--- config.mk ---
export PLATFORM = sky130hd
export DESIGN_NAME = alu_ctrl_mdu
export DESIGN_NICKNAME = d
export VERILOG_FILES = /design/src/rtl/alu_ctrl_mdu.sv
export SDC_FILE = /design/constraint.sdc
export NUM_CORES = 1
export LEC_CHECK = 0
export CORE_ASPECT_RATIO = 1.2
export CORE_MARGIN = 2
export CORE_UTILIZATION = 50
export CTS_BUF_LIST = sky130_fd_sc_hd__clkbuf_8
export DETAILED_ROUTE_END_ITERATION = 12
export PLACE_DENSITY = 0.74
export SYNTH_ARGS = -nofsm -noshare
export SYNTH_HDL_FRONTEND = slang
export SYNTH_SLANG_ARGS = --single-unit
--- constraint.sdc ---
create_clock -name clk -period 7.9 [get_ports clk]
set_clock_uncertainty 0.2 [all_clocks]
set_input_delay 2.37 -clock clk [delete_from_list [all_inputs] [get_ports clk]]
set_output_delay 2.37 -clock clk [all_outputs]
set_load 0.02 [all_outputs]
--- src/rtl/alu_ctrl_mdu.sv ---
// ALU control decoder with an iterative RV32M multiply/divide unit.
// Latency: 1 cycle for ALU/load/store/branch decode, XLEN+1 cycles for M ops.
// Backpressure: the result is held stable until res_ready; dec_ready stays low while an M op runs.
module alu_ctrl_mdu #(
    parameter int XLEN   = 32,
    parameter bit MUL_EN = 1'b1
) (
    input  logic            clk,
    input  logic            rst,
    input  logic            dec_valid,
    output logic            dec_ready,
    input  logic [1:0]      alu_op,
    input  logic [2:0]      funct3,
    input  logic            funct7_5,
    input  logic            funct7_0,
    input  logic [XLEN-1:0] rs1_val,
    input  logic [XLEN-1:0] rs2_val,
    output logic            ctrl_valid,
    input  logic            res_ready,
    output logic [3:0]      out_to_alu,
    output logic [1:0]      equal_comp,
    output logic [2:0]      mem,
    output logic            ctrl_illegal,
    output logic            md_sel,
    output logic [XLEN-1:0] md_result,
    output logic            busy
);
    localparam logic [3:0] OP_AND  = 4'b0000;
    localparam logic [3:0] OP_OR   = 4'b0001;
    localparam logic [3:0] OP_ADD  = 4'b0010;
    localparam logic [3:0] OP_SUB  = 4'b0011;
    localparam logic [3:0] OP_SLL  = 4'b0100;
    localparam logic [3:0] OP_SLT  = 4'b0101;
    localparam logic [3:0] OP_XOR  = 4'b0110;
    localparam logic [3:0] OP_SLTU = 4'b0111;
    localparam logic [3:0] OP_SRL  = 4'b1000;
    localparam logic [3:0] OP_SRA  = 4'b1001;
    localparam int         CW      = 7;
    localparam logic [CW-1:0] LAST = CW'(XLEN - 1);

    typedef enum logic [1:0] {S_IDLE, S_HOLD, S_MD_RUN, S_MD_DONE} state_t;

    state_t            state_q, state_d;
    logic [3:0]        op_q, op_d;
    logic [1:0]        eq_q, eq_d;
    logic [2:0]        mem_q, mem_d;
    logic              ill_q, ill_d, sel_q, sel_d;
    logic [XLEN-1:0]   res_q, res_d;
    logic [2:0]        f3_q, f3_d;
    logic              neg_q, neg_d, rneg_q, rneg_d, dz_q, dz_d;
    logic [XLEN-1:0]   a_q, a_d, mc_q, mc_d, hi_q, hi_d, lo_q, lo_d;
    logic [CW-1:0]     cnt_q, cnt_d;

    logic [3:0]        dc_op;
    logic [1:0]        dc_eq;
    logic [2:0]        dc_mem;
    logic              dc_ill, dc_is_m;
    logic              sgn1, sgn2, neg1, neg2;
    logic [XLEN-1:0]   mag1, mag2;
    logic [XLEN:0]     mul_sum, div_sh;
    logic              div_ge;
    logic [XLEN-1:0]   step_hi, step_lo, quo, rem, md_fin;
    logic [2*XLEN-1:0] prod, prod_c;
    logic              rdy_int, accept;

    // Instruction-class decode into ALU op, branch sense and access size.
    always_comb begin
        dc_op   = OP_AND;
        dc_eq   = 2'b00;
        dc_mem  = 3'b000;
        dc_ill  = 1'b0;
        dc_is_m = 1'b0;
        case (alu_op)
            2'b00: begin
                if (funct7_0) begin
                    if (MUL_EN) dc_is_m = 1'b1;
                    else        dc_ill  = 1'b1;
                end else begin
                    case ({funct7_5, funct3})
                        4'b0000: dc_op = OP_ADD;
                        4'b1000: dc_op = OP_SUB;
                        4'b0001: dc_op = OP_SLL;
                        4'b0010: dc_op = OP_SLT;
                        4'b0011: dc_op = OP_SLTU;
                        4'b0100: dc_op = OP_XOR;
                        4'b0101: dc_op = OP_SRL;
                        4'b1101: dc_op = OP_SRA;
                        4'b0110: dc_op = OP_OR;
                        4'b0111: dc_op = OP_AND;
                        default: dc_ill = 1'b1;
                    endcase
                end
            end
            2'b01: begin
                case (funct3)
                    3'b000:  dc_op = OP_ADD;
                    3'b001:  dc_op = OP_SLL;
                    3'b010:  dc_op = OP_SLT;
                    3'b011:  dc_op = OP_SLTU;
                    3'b100:  dc_op = OP_XOR;
                    3'b101:  dc_op = funct7_5 ? OP_SRA : OP_SRL;
                    3'b110:  dc_op = OP_OR;
                    default: dc_op = OP_AND;
                endcase
            end
            2'b10: begin
                dc_op = OP_ADD;
                case (funct3)
                    3'b000:  dc_mem = 3'b001;
                    3'b001:  dc_mem = 3'b010;
                    3'b010:  dc_mem = 3'b011;
                    3'b100:  dc_mem = 3'b100;
                    3'b101:  dc_mem = 3'b101;
                    default: dc_ill = 1'b1;
                endcase
            end
            default: begin
                dc_eq = funct3[0] ? 2'b10 : 2'b11;
                case (funct3[2:1])
                    2'b00:   dc_op  = OP_SUB;
                    2'b10:   dc_op  = OP_SLT;
                    2'b11:   dc_op  = OP_SLTU;
                    default: dc_ill = 1'b1;
                endcase
            end
        endcase
        if (dc_ill) begin
            dc_op  = 4'b0000;
            dc_eq  = 2'b00;
            dc_mem = 3'b000;
        end
    end

    // Operand signedness per M op and conversion to magnitudes.
    always_comb begin
        sgn1 = (funct3 != 3'b011) && (funct3 != 3'b101) && (funct3 != 3'b111);
        sgn2 = (funct3 == 3'b000) || (funct3 == 3'b001) || (funct3 == 3'b100) || (funct3 == 3'b110);
        neg1 = sgn1 && rs1_val[XLEN-1];
        neg2 = sgn2 && rs2_val[XLEN-1];
        mag1 = neg1 ? -rs1_val : rs1_val;
        mag2 = neg2 ? -rs2_val : rs2_val;
    end

    // One shift-add or restoring-divide step, plus sign correction of the final step.
    always_comb begin
        mul_sum = {1'b0, hi_q} + (lo_q[0] ? {1'b0, mc_q} : '0);
        div_sh  = {hi_q, lo_q[XLEN-1]};
        div_ge  = (div_sh >= {1'b0, mc_q});
        if (f3_q[2]) begin
            step_hi = div_ge ? XLEN'(div_sh - {1'b0, mc_q}) : div_sh[XLEN-1:0];
            step_lo = {lo_q[XLEN-2:0], div_ge};
        end else begin
            step_hi = mul_sum[XLEN:1];
            step_lo = {mul_sum[0], lo_q[XLEN-1:1]};
        end
        prod   = {step_hi, step_lo};
        prod_c = neg_q ? -prod : prod;
        quo    = neg_q ? -step_lo : step_lo;
        rem    = rneg_q ? -step_hi : step_hi;
        case (f3_q)
            3'b000:                 md_fin = prod_c[XLEN-1:0];
            3'b001, 3'b010, 3'b011: md_fin = prod_c[2*XLEN-1:XLEN];
            3'b100, 3'b101:         md_fin = dz_q ? '1 : quo;
            default:                md_fin = dz_q ? a_q : rem;
        endcase
    end

    // Next-state: accept/retire handshakes and iteration of the M datapath.
    always_comb begin
        state_d = state_q;
        op_d    = op_q;
        eq_d    = eq_q;
        mem_d   = mem_q;
        ill_d   = ill_q;
        sel_d   = sel_q;
        res_d   = res_q;
        f3_d    = f3_q;
        neg_d   = neg_q;
        rneg_d  = rneg_q;
        dz_d    = dz_q;
        a_d     = a_q;
        mc_d    = mc_q;
        hi_d    = hi_q;
        lo_d    = lo_q;
        cnt_d   = cnt_q;
        rdy_int = (state_q == S_IDLE) ||
                  (((state_q == S_HOLD) || (state_q == S_MD_DONE)) && res_ready);
        accept  = dec_valid && rdy_int;
        if (state_q == S_MD_RUN) begin
            hi_d  = step_hi;
            lo_d  = step_lo;
            cnt_d = cnt_q + 7'd1;
            if (cnt_q == LAST) begin
                state_d = S_MD_DONE;
                op_d    = OP_ADD;
                sel_d   = 1'b1;
                res_d   = md_fin;
            end
        end else if (accept) begin
            op_d  = dc_op;
            eq_d  = dc_eq;
            mem_d = dc_mem;
            ill_d = dc_ill;
            sel_d = 1'b0;
            res_d = '0;
            if (dc_is_m) begin
                state_d = S_MD_RUN;
                f3_d    = funct3;
                neg_d   = neg1 ^ neg2;
                rneg_d  = neg1;
                dz_d    = (rs2_val == '0);
                a_d     = rs1_val;
                mc_d    = mag2;
                hi_d    = '0;
                lo_d    = mag1;
                cnt_d   = '0;
            end else begin
                state_d = S_HOLD;
            end
        end else if (state_q != S_IDLE && res_ready) begin
            state_d = S_IDLE;
        end
    end

    // State and result registers; reset discards any op in flight.
    always_ff @(posedge clk) begin
        if (rst) begin
            state_q <= S_IDLE;
            op_q    <= '0;
            eq_q    <= '0;
            mem_q   <= '0;
            ill_q   <= 1'b0;
            sel_q   <= 1'b0;
            res_q   <= '0;
            f3_q    <= '0;
            neg_q   <= 1'b0;
            rneg_q  <= 1'b0;
            dz_q    <= 1'b0;
            a_q     <= '0;
            mc_q    <= '0;
            hi_q    <= '0;
            lo_q    <= '0;
            cnt_q   <= '0;
        end else begin
            state_q <= state_d;
            op_q    <= op_d;
            eq_q    <= eq_d;
            mem_q   <= mem_d;
            ill_q   <= ill_d;
            sel_q   <= sel_d;
            res_q   <= res_d;
            f3_q    <= f3_d;
            neg_q   <= neg_d;
            rneg_q  <= rneg_d;
            dz_q    <= dz_d;
            a_q     <= a_d;
            mc_q    <= mc_d;
            hi_q    <= hi_d;
            lo_q    <= lo_d;
            cnt_q   <= cnt_d;
        end
    end

    // Outputs read as zero for the whole time reset is held.
    assign dec_ready    = !rst && rdy_int;
    assign ctrl_valid   = !rst && ((state_q == S_HOLD) || (state_q == S_MD_DONE));
    assign busy         = !rst && (state_q == S_MD_RUN);
    assign out_to_alu   = rst ? 4'b0000 : op_q;
    assign equal_comp   = rst ? 2'b00 : eq_q;
    assign mem          = rst ? 3'b000 : mem_q;
    assign ctrl_illegal = !rst && ill_q;
    assign md_sel       = !rst && sel_q;
    assign md_result    = rst ? '0 : res_q;
endmodule

==> run summary <==
The starting density of the core is 0.5048. The highest-delay cell along the critical path is sky130_fd_sc_hd__o311ai_0. The path class of the tightest hold or removal check is register to register. Wires add up to 60,480 um. The number of cells produced by synthesis is 2,304. The worst path in the final design needs a cycle of 6.969 ns, including I/O delays and setup. The number of primary I/O pins is ~120. The full die area is 34,770 um^2. Synthesis inferred 186 register bits. The utilization of the core after routing is 0.5599. The startpoint identified for the worst hold timing path is a_q[19]. The synthesis warning total is 0. For hold timing, the worst endpoint is a_q[19].

The peak fanout along the critical path is 9. The wire-length estimate of the detail-placed layout is between 40,000 and 50,000 um. After synthesis, the most frequently instantiated cells are 273 x sky130_fd_sc_hd__nand2_1, 212 x sky130_fd_sc_hd__nor2_1, 186 x sky130_fd_sc_hd__dfxtp_1.

The worst reg2reg path depth came out at 19. For this design, the sink count on the clock tree is between 150 and 200. The site row count came out at 73.

The setup slack after layout is a little over 0.9 ns. The number of global-route vias before repair came out at around 17k. The post-cts gate resize count came out at 0. Setup repair after global routing left no endpoint under its margin. The critical path goes through inv_1, ha_1, nor2b_1, o2111ai_1, a21oi_1, o31a_1, nor2_1, a21oi_1, inv_1, ha_1, o211ai_1, nor3_1, nand4_1, or3_1, or2_1, or3_1, or4_1, o311ai_0, a32o_1. For the worst-skew pair, the clock arrives at the later sink with an insertion delay of 0.50 ns. The count of H-tree levels built during CTS came out at 4.

The leakage power figure came out at 6.845 nW. The endpoint identified for the worst register-to-register timing path is res_q[22]. Input and output buffers added on the ports amount to 120. The clock edge transition at the registers on the reported setup and hold paths came out at 0.11 ns.

The maximum number of pins on one net before global-route repair is 77. The setup total negative slack came out at 0 ns. The height of the die came out at around 200 um. The cell area after synthesis is ~17,000 um^2.

The total inserted antenna cells came out at 0. By area the synthesized netlist is led by sky130_fd_sc_hd__dfxtp_1 22%, sky130_fd_sc_hd__nand2_1 6.2%, sky130_fd_sc_hd__xnor2_1 5.6%. The remaining number of nets flagged by the antenna check after routing came out at 0.

For the pin with the worst max-slew slack, the measured transition is around 1.1 ns. The CTS buffer count came out at 17. The global-route usage over all layers is 0.3456. The type of element capturing the critical path is a register. The worst path arrival time came out at 7.22 ns. Summing all non-filler instances in the final layout gives an area of 18,460 um^2.

The width of the chip came out at approximately 170 um. The post-CTS setup buffer count came out at 0. By startpoint and endpoint, the worst setup path is classified as register to register. Before CTS, the worst setup slack after placement is 1.240 ns. Counting flops with a built-in enable in the synthesized netlist gives 0.

The share of synthesized area occupied by flip-flops and latches came out at 0.2237. The setup check on the worst reg-to-reg path leaves a slack of slightly above 0.9 ns. The dominant register cell in the synthesized netlist is sky130_fd_sc_hd__dfxtp_1.

The headroom to the max-slew limit is 0.2873. The first-pass GRT wire length came out at 94,220 um. The flow ran to the end, and the final reports show no timing, DRC or antenna violations. The number of search-and-repair iterations in the first detailed-routing pass is 8. The via count came out at around 18k. Summing internal, switching and leakage power gives approximately 0.0024 W. The CTS tree is built.

The tool flagged a number of max-cap violations equal to 0. Timing would allow up to between 100 and 150 MHz. The maximum vdd drop is between 0.08 and 0.09 mV. Synthesis instantiated 86 different standard cells from the library. The synthesized design spends more area on one cell type than any other, namely sky130_fd_sc_hd__dfxtp_1.

The maximum buffer depth of the clock tree came out at 2. The worst setup path is launched from a register. Of all flip-flops after synthesis, the portion carrying an async set or reset was 0. The number of hold violations in the final report is 0. The final weighted congestion of routability-driven global placement is 0.9758. In the finished design, the share of the clock period the worst path needs comes to 0.8822. The fraction of post-synthesis cell area in the top cell type by area is 0.2237.

Summing all placed instances gives a cell area of around 18,000 um^2. The number of DRC violations after detailed-routing iteration 0 is approximately 1.5k. The initial antenna violation count was 0.

The tree is rooted in a sky130_fd_sc_hd__clkbuf_8. The delay contributed by the slowest stage of the critical path is approximately 0.8 ns. The net count after synthesis is 2,453. The average size of a mapped cell is 7.225 um^2.

By instance count, the leading cell after synthesis is sky130_fd_sc_hd__nand2_1. In the final routed layout, each cell accounts on average for 21.69 um. The critical path data required time came out at 8.15 ns. The worst hold path stage count came out at 2. The area inside the core boundary came out at 32,970 um^2. The sum of overflow across all layers after global routing is 0. The fraction of final layout cells with drive strength greater than 1 is 0.05004. The final count of negative-setup-slack endpoints came out at 0. For this design, the CTS-stage hold fixing added 0 buffers. The count of pins over their slew limit came to 0. In this design, the largest share of critical-path delay is due to simple AND/OR/NAND/NOR gates. The startpoint identified for the worst register-to-register timing path is mc_q[1].

The power density relative to cell area is 127.8 nW/um^2. The vias per cell is 6.384. The number of nets in the layout is around 2.5k. The count of unresolved DRC violations after routing came out at 0. The area added between synthesis and finish is 10.91%. The total buffers and inverters traversed by the critical path is 2.
[worst reg2reg max path, stage by stage, from the launching register on]
cell                        delay [ns]
sky130_fd_sc_hd__dfxtp_1          0.38
sky130_fd_sc_hd__inv_1            0.09
sky130_fd_sc_hd__ha_1             0.36
sky130_fd_sc_hd__nor2b_1          0.19
sky130_fd_sc_hd__o2111ai_1        0.42
sky130_fd_sc_hd__a21oi_1          0.24
sky130_fd_sc_hd__o31a_1           0.33
sky130_fd_sc_hd__nor2_1           0.40
sky130_fd_sc_hd__a21oi_1          0.19
sky130_fd_sc_hd__inv_1            0.19
sky130_fd_sc_hd__ha_1             0.20
sky130_fd_sc_hd__o211ai_1         0.15
sky130_fd_sc_hd__nor3_1           0.50
sky130_fd_sc_hd__nand4_1          0.30
sky130_fd_sc_hd__or3_1            0.42
sky130_fd_sc_hd__or2_1            0.24
sky130_fd_sc_hd__or3_1            0.50
sky130_fd_sc_hd__or4_1            0.56
sky130_fd_sc_hd__o311ai_0         0.80
sky130_fd_sc_hd__a32o_1           0.26
[power by group]
group | total (W) | switching [W] | leakage [nW] | internal, W
logic | 0.000724 | 0.000473 | 5.14 | 0.000251
clock network | 0.000658 | 0.000422 | 0.199 | 0.000236
registers | 0.000977 | 0.0000224 | 1.50 | 0.000954
[metrics by stage]
| stage | hold WS, ns | instances |
|---|---|---|
| 5_1_grt | 0.2919 | 2788 |
| 4_1_cts | 0.2649 | 2788 |
| 2_1_floorplan | 0.2332 | 2304 |
| 3_5_place_dp | 0.2483 | 2756 |
| 3_3_place_gp | 0.2420 | 2756 |
| 6_report | 0.2610 | 2788 |
[metal layers]
| metal | track usage | routed length [um] | share of wire | vias to the layer above |
|---|---|---|---|---|
| li1 | - | - | - | 8430 |
| met1 | 0.4297 | 24270 | 0.40 | 8406 |
| met2 | 0.5801 | 28440 | 0.47 | 807 |
| met3 | 0.04067 | 4247 | 0.070 | 155 |
| met4 | 0.1902 | 3533 | 0.058 | 0 |
| met5 | 0 | 0 | 0 | - |
[cells in the final DEF, fill, tap and decap left out, drive strengths merged, types with 21 or more instances in the layout]
master	Yosys	layout
o21ai	158	158
nor2b	61	61
nor4	22	22
nand4	27	27
or2	21	21
nand2b	26	26
nand2	274	274
xnor2	106	106
a21o	26	26
buf	23	33
mux2i	42	42
a22o	21	21
inv	72	80
nor3	57	57
a221oi	46	46
ha	72	72
xor2	69	69
o31ai	28	28
a211oi	45	45
and2	48	48
and3	21	21
o211ai	23	23
o221ai	23	23
clkdlybuf4s50	0	119
dfxtp	186	186
a31oi	29	29
nand3	39	39
nor2	212	212
a21oi	185	185
[area by class of cell]
class	count	area [um^2]
fillers	3288	14510
multi-input cells	1896	12060
flip-flops and latches	186	3729
repair buffers	152	1451
well taps	450	563.0
inverters	72	270.3
clock buffers	17	234.0
clock inverters	15	151.4
[flip-flops by register name (all words and copies together), names as in the netlist, 4 cells and up]
| name | cells |
|---|---|
| lo_q | 32 |
| op_q | 4 |
| hi_q | 32 |
| cnt_q | 7 |
| mc_q | 32 |
| res_q | 32 |
| a_q | 32 |
[cells by family after synthesis]
logic type / count (synthesis) / share of synthesized area
compound gates: 733 / 0.2950
xor+xnor: 175 / 0.09208
simple gates: 863 / 0.2483
mux: 51 / 0.03134
flops: 186 / 0.2237
fa+ha+maj: 74 / 0.05652
buf+inv: 222 / 0.05307
[worst max path at each step]
stage	from	endpoint	slack, ns	cells past startpoint
floorplan	f3_q[2]	res_q[18]	1.60	24
global placement	rst	busy	1.24	4
detailed placement	rst	busy	1.24	4
CTS	mc_q[1]	res_q[22]	1.21	19
global route	mc_q[10]	res_q[18]	0.75	21
finish	mc_q[1]	res_q[22]	0.93	19
Note: power is estimated with default switching activity, not from simulation.
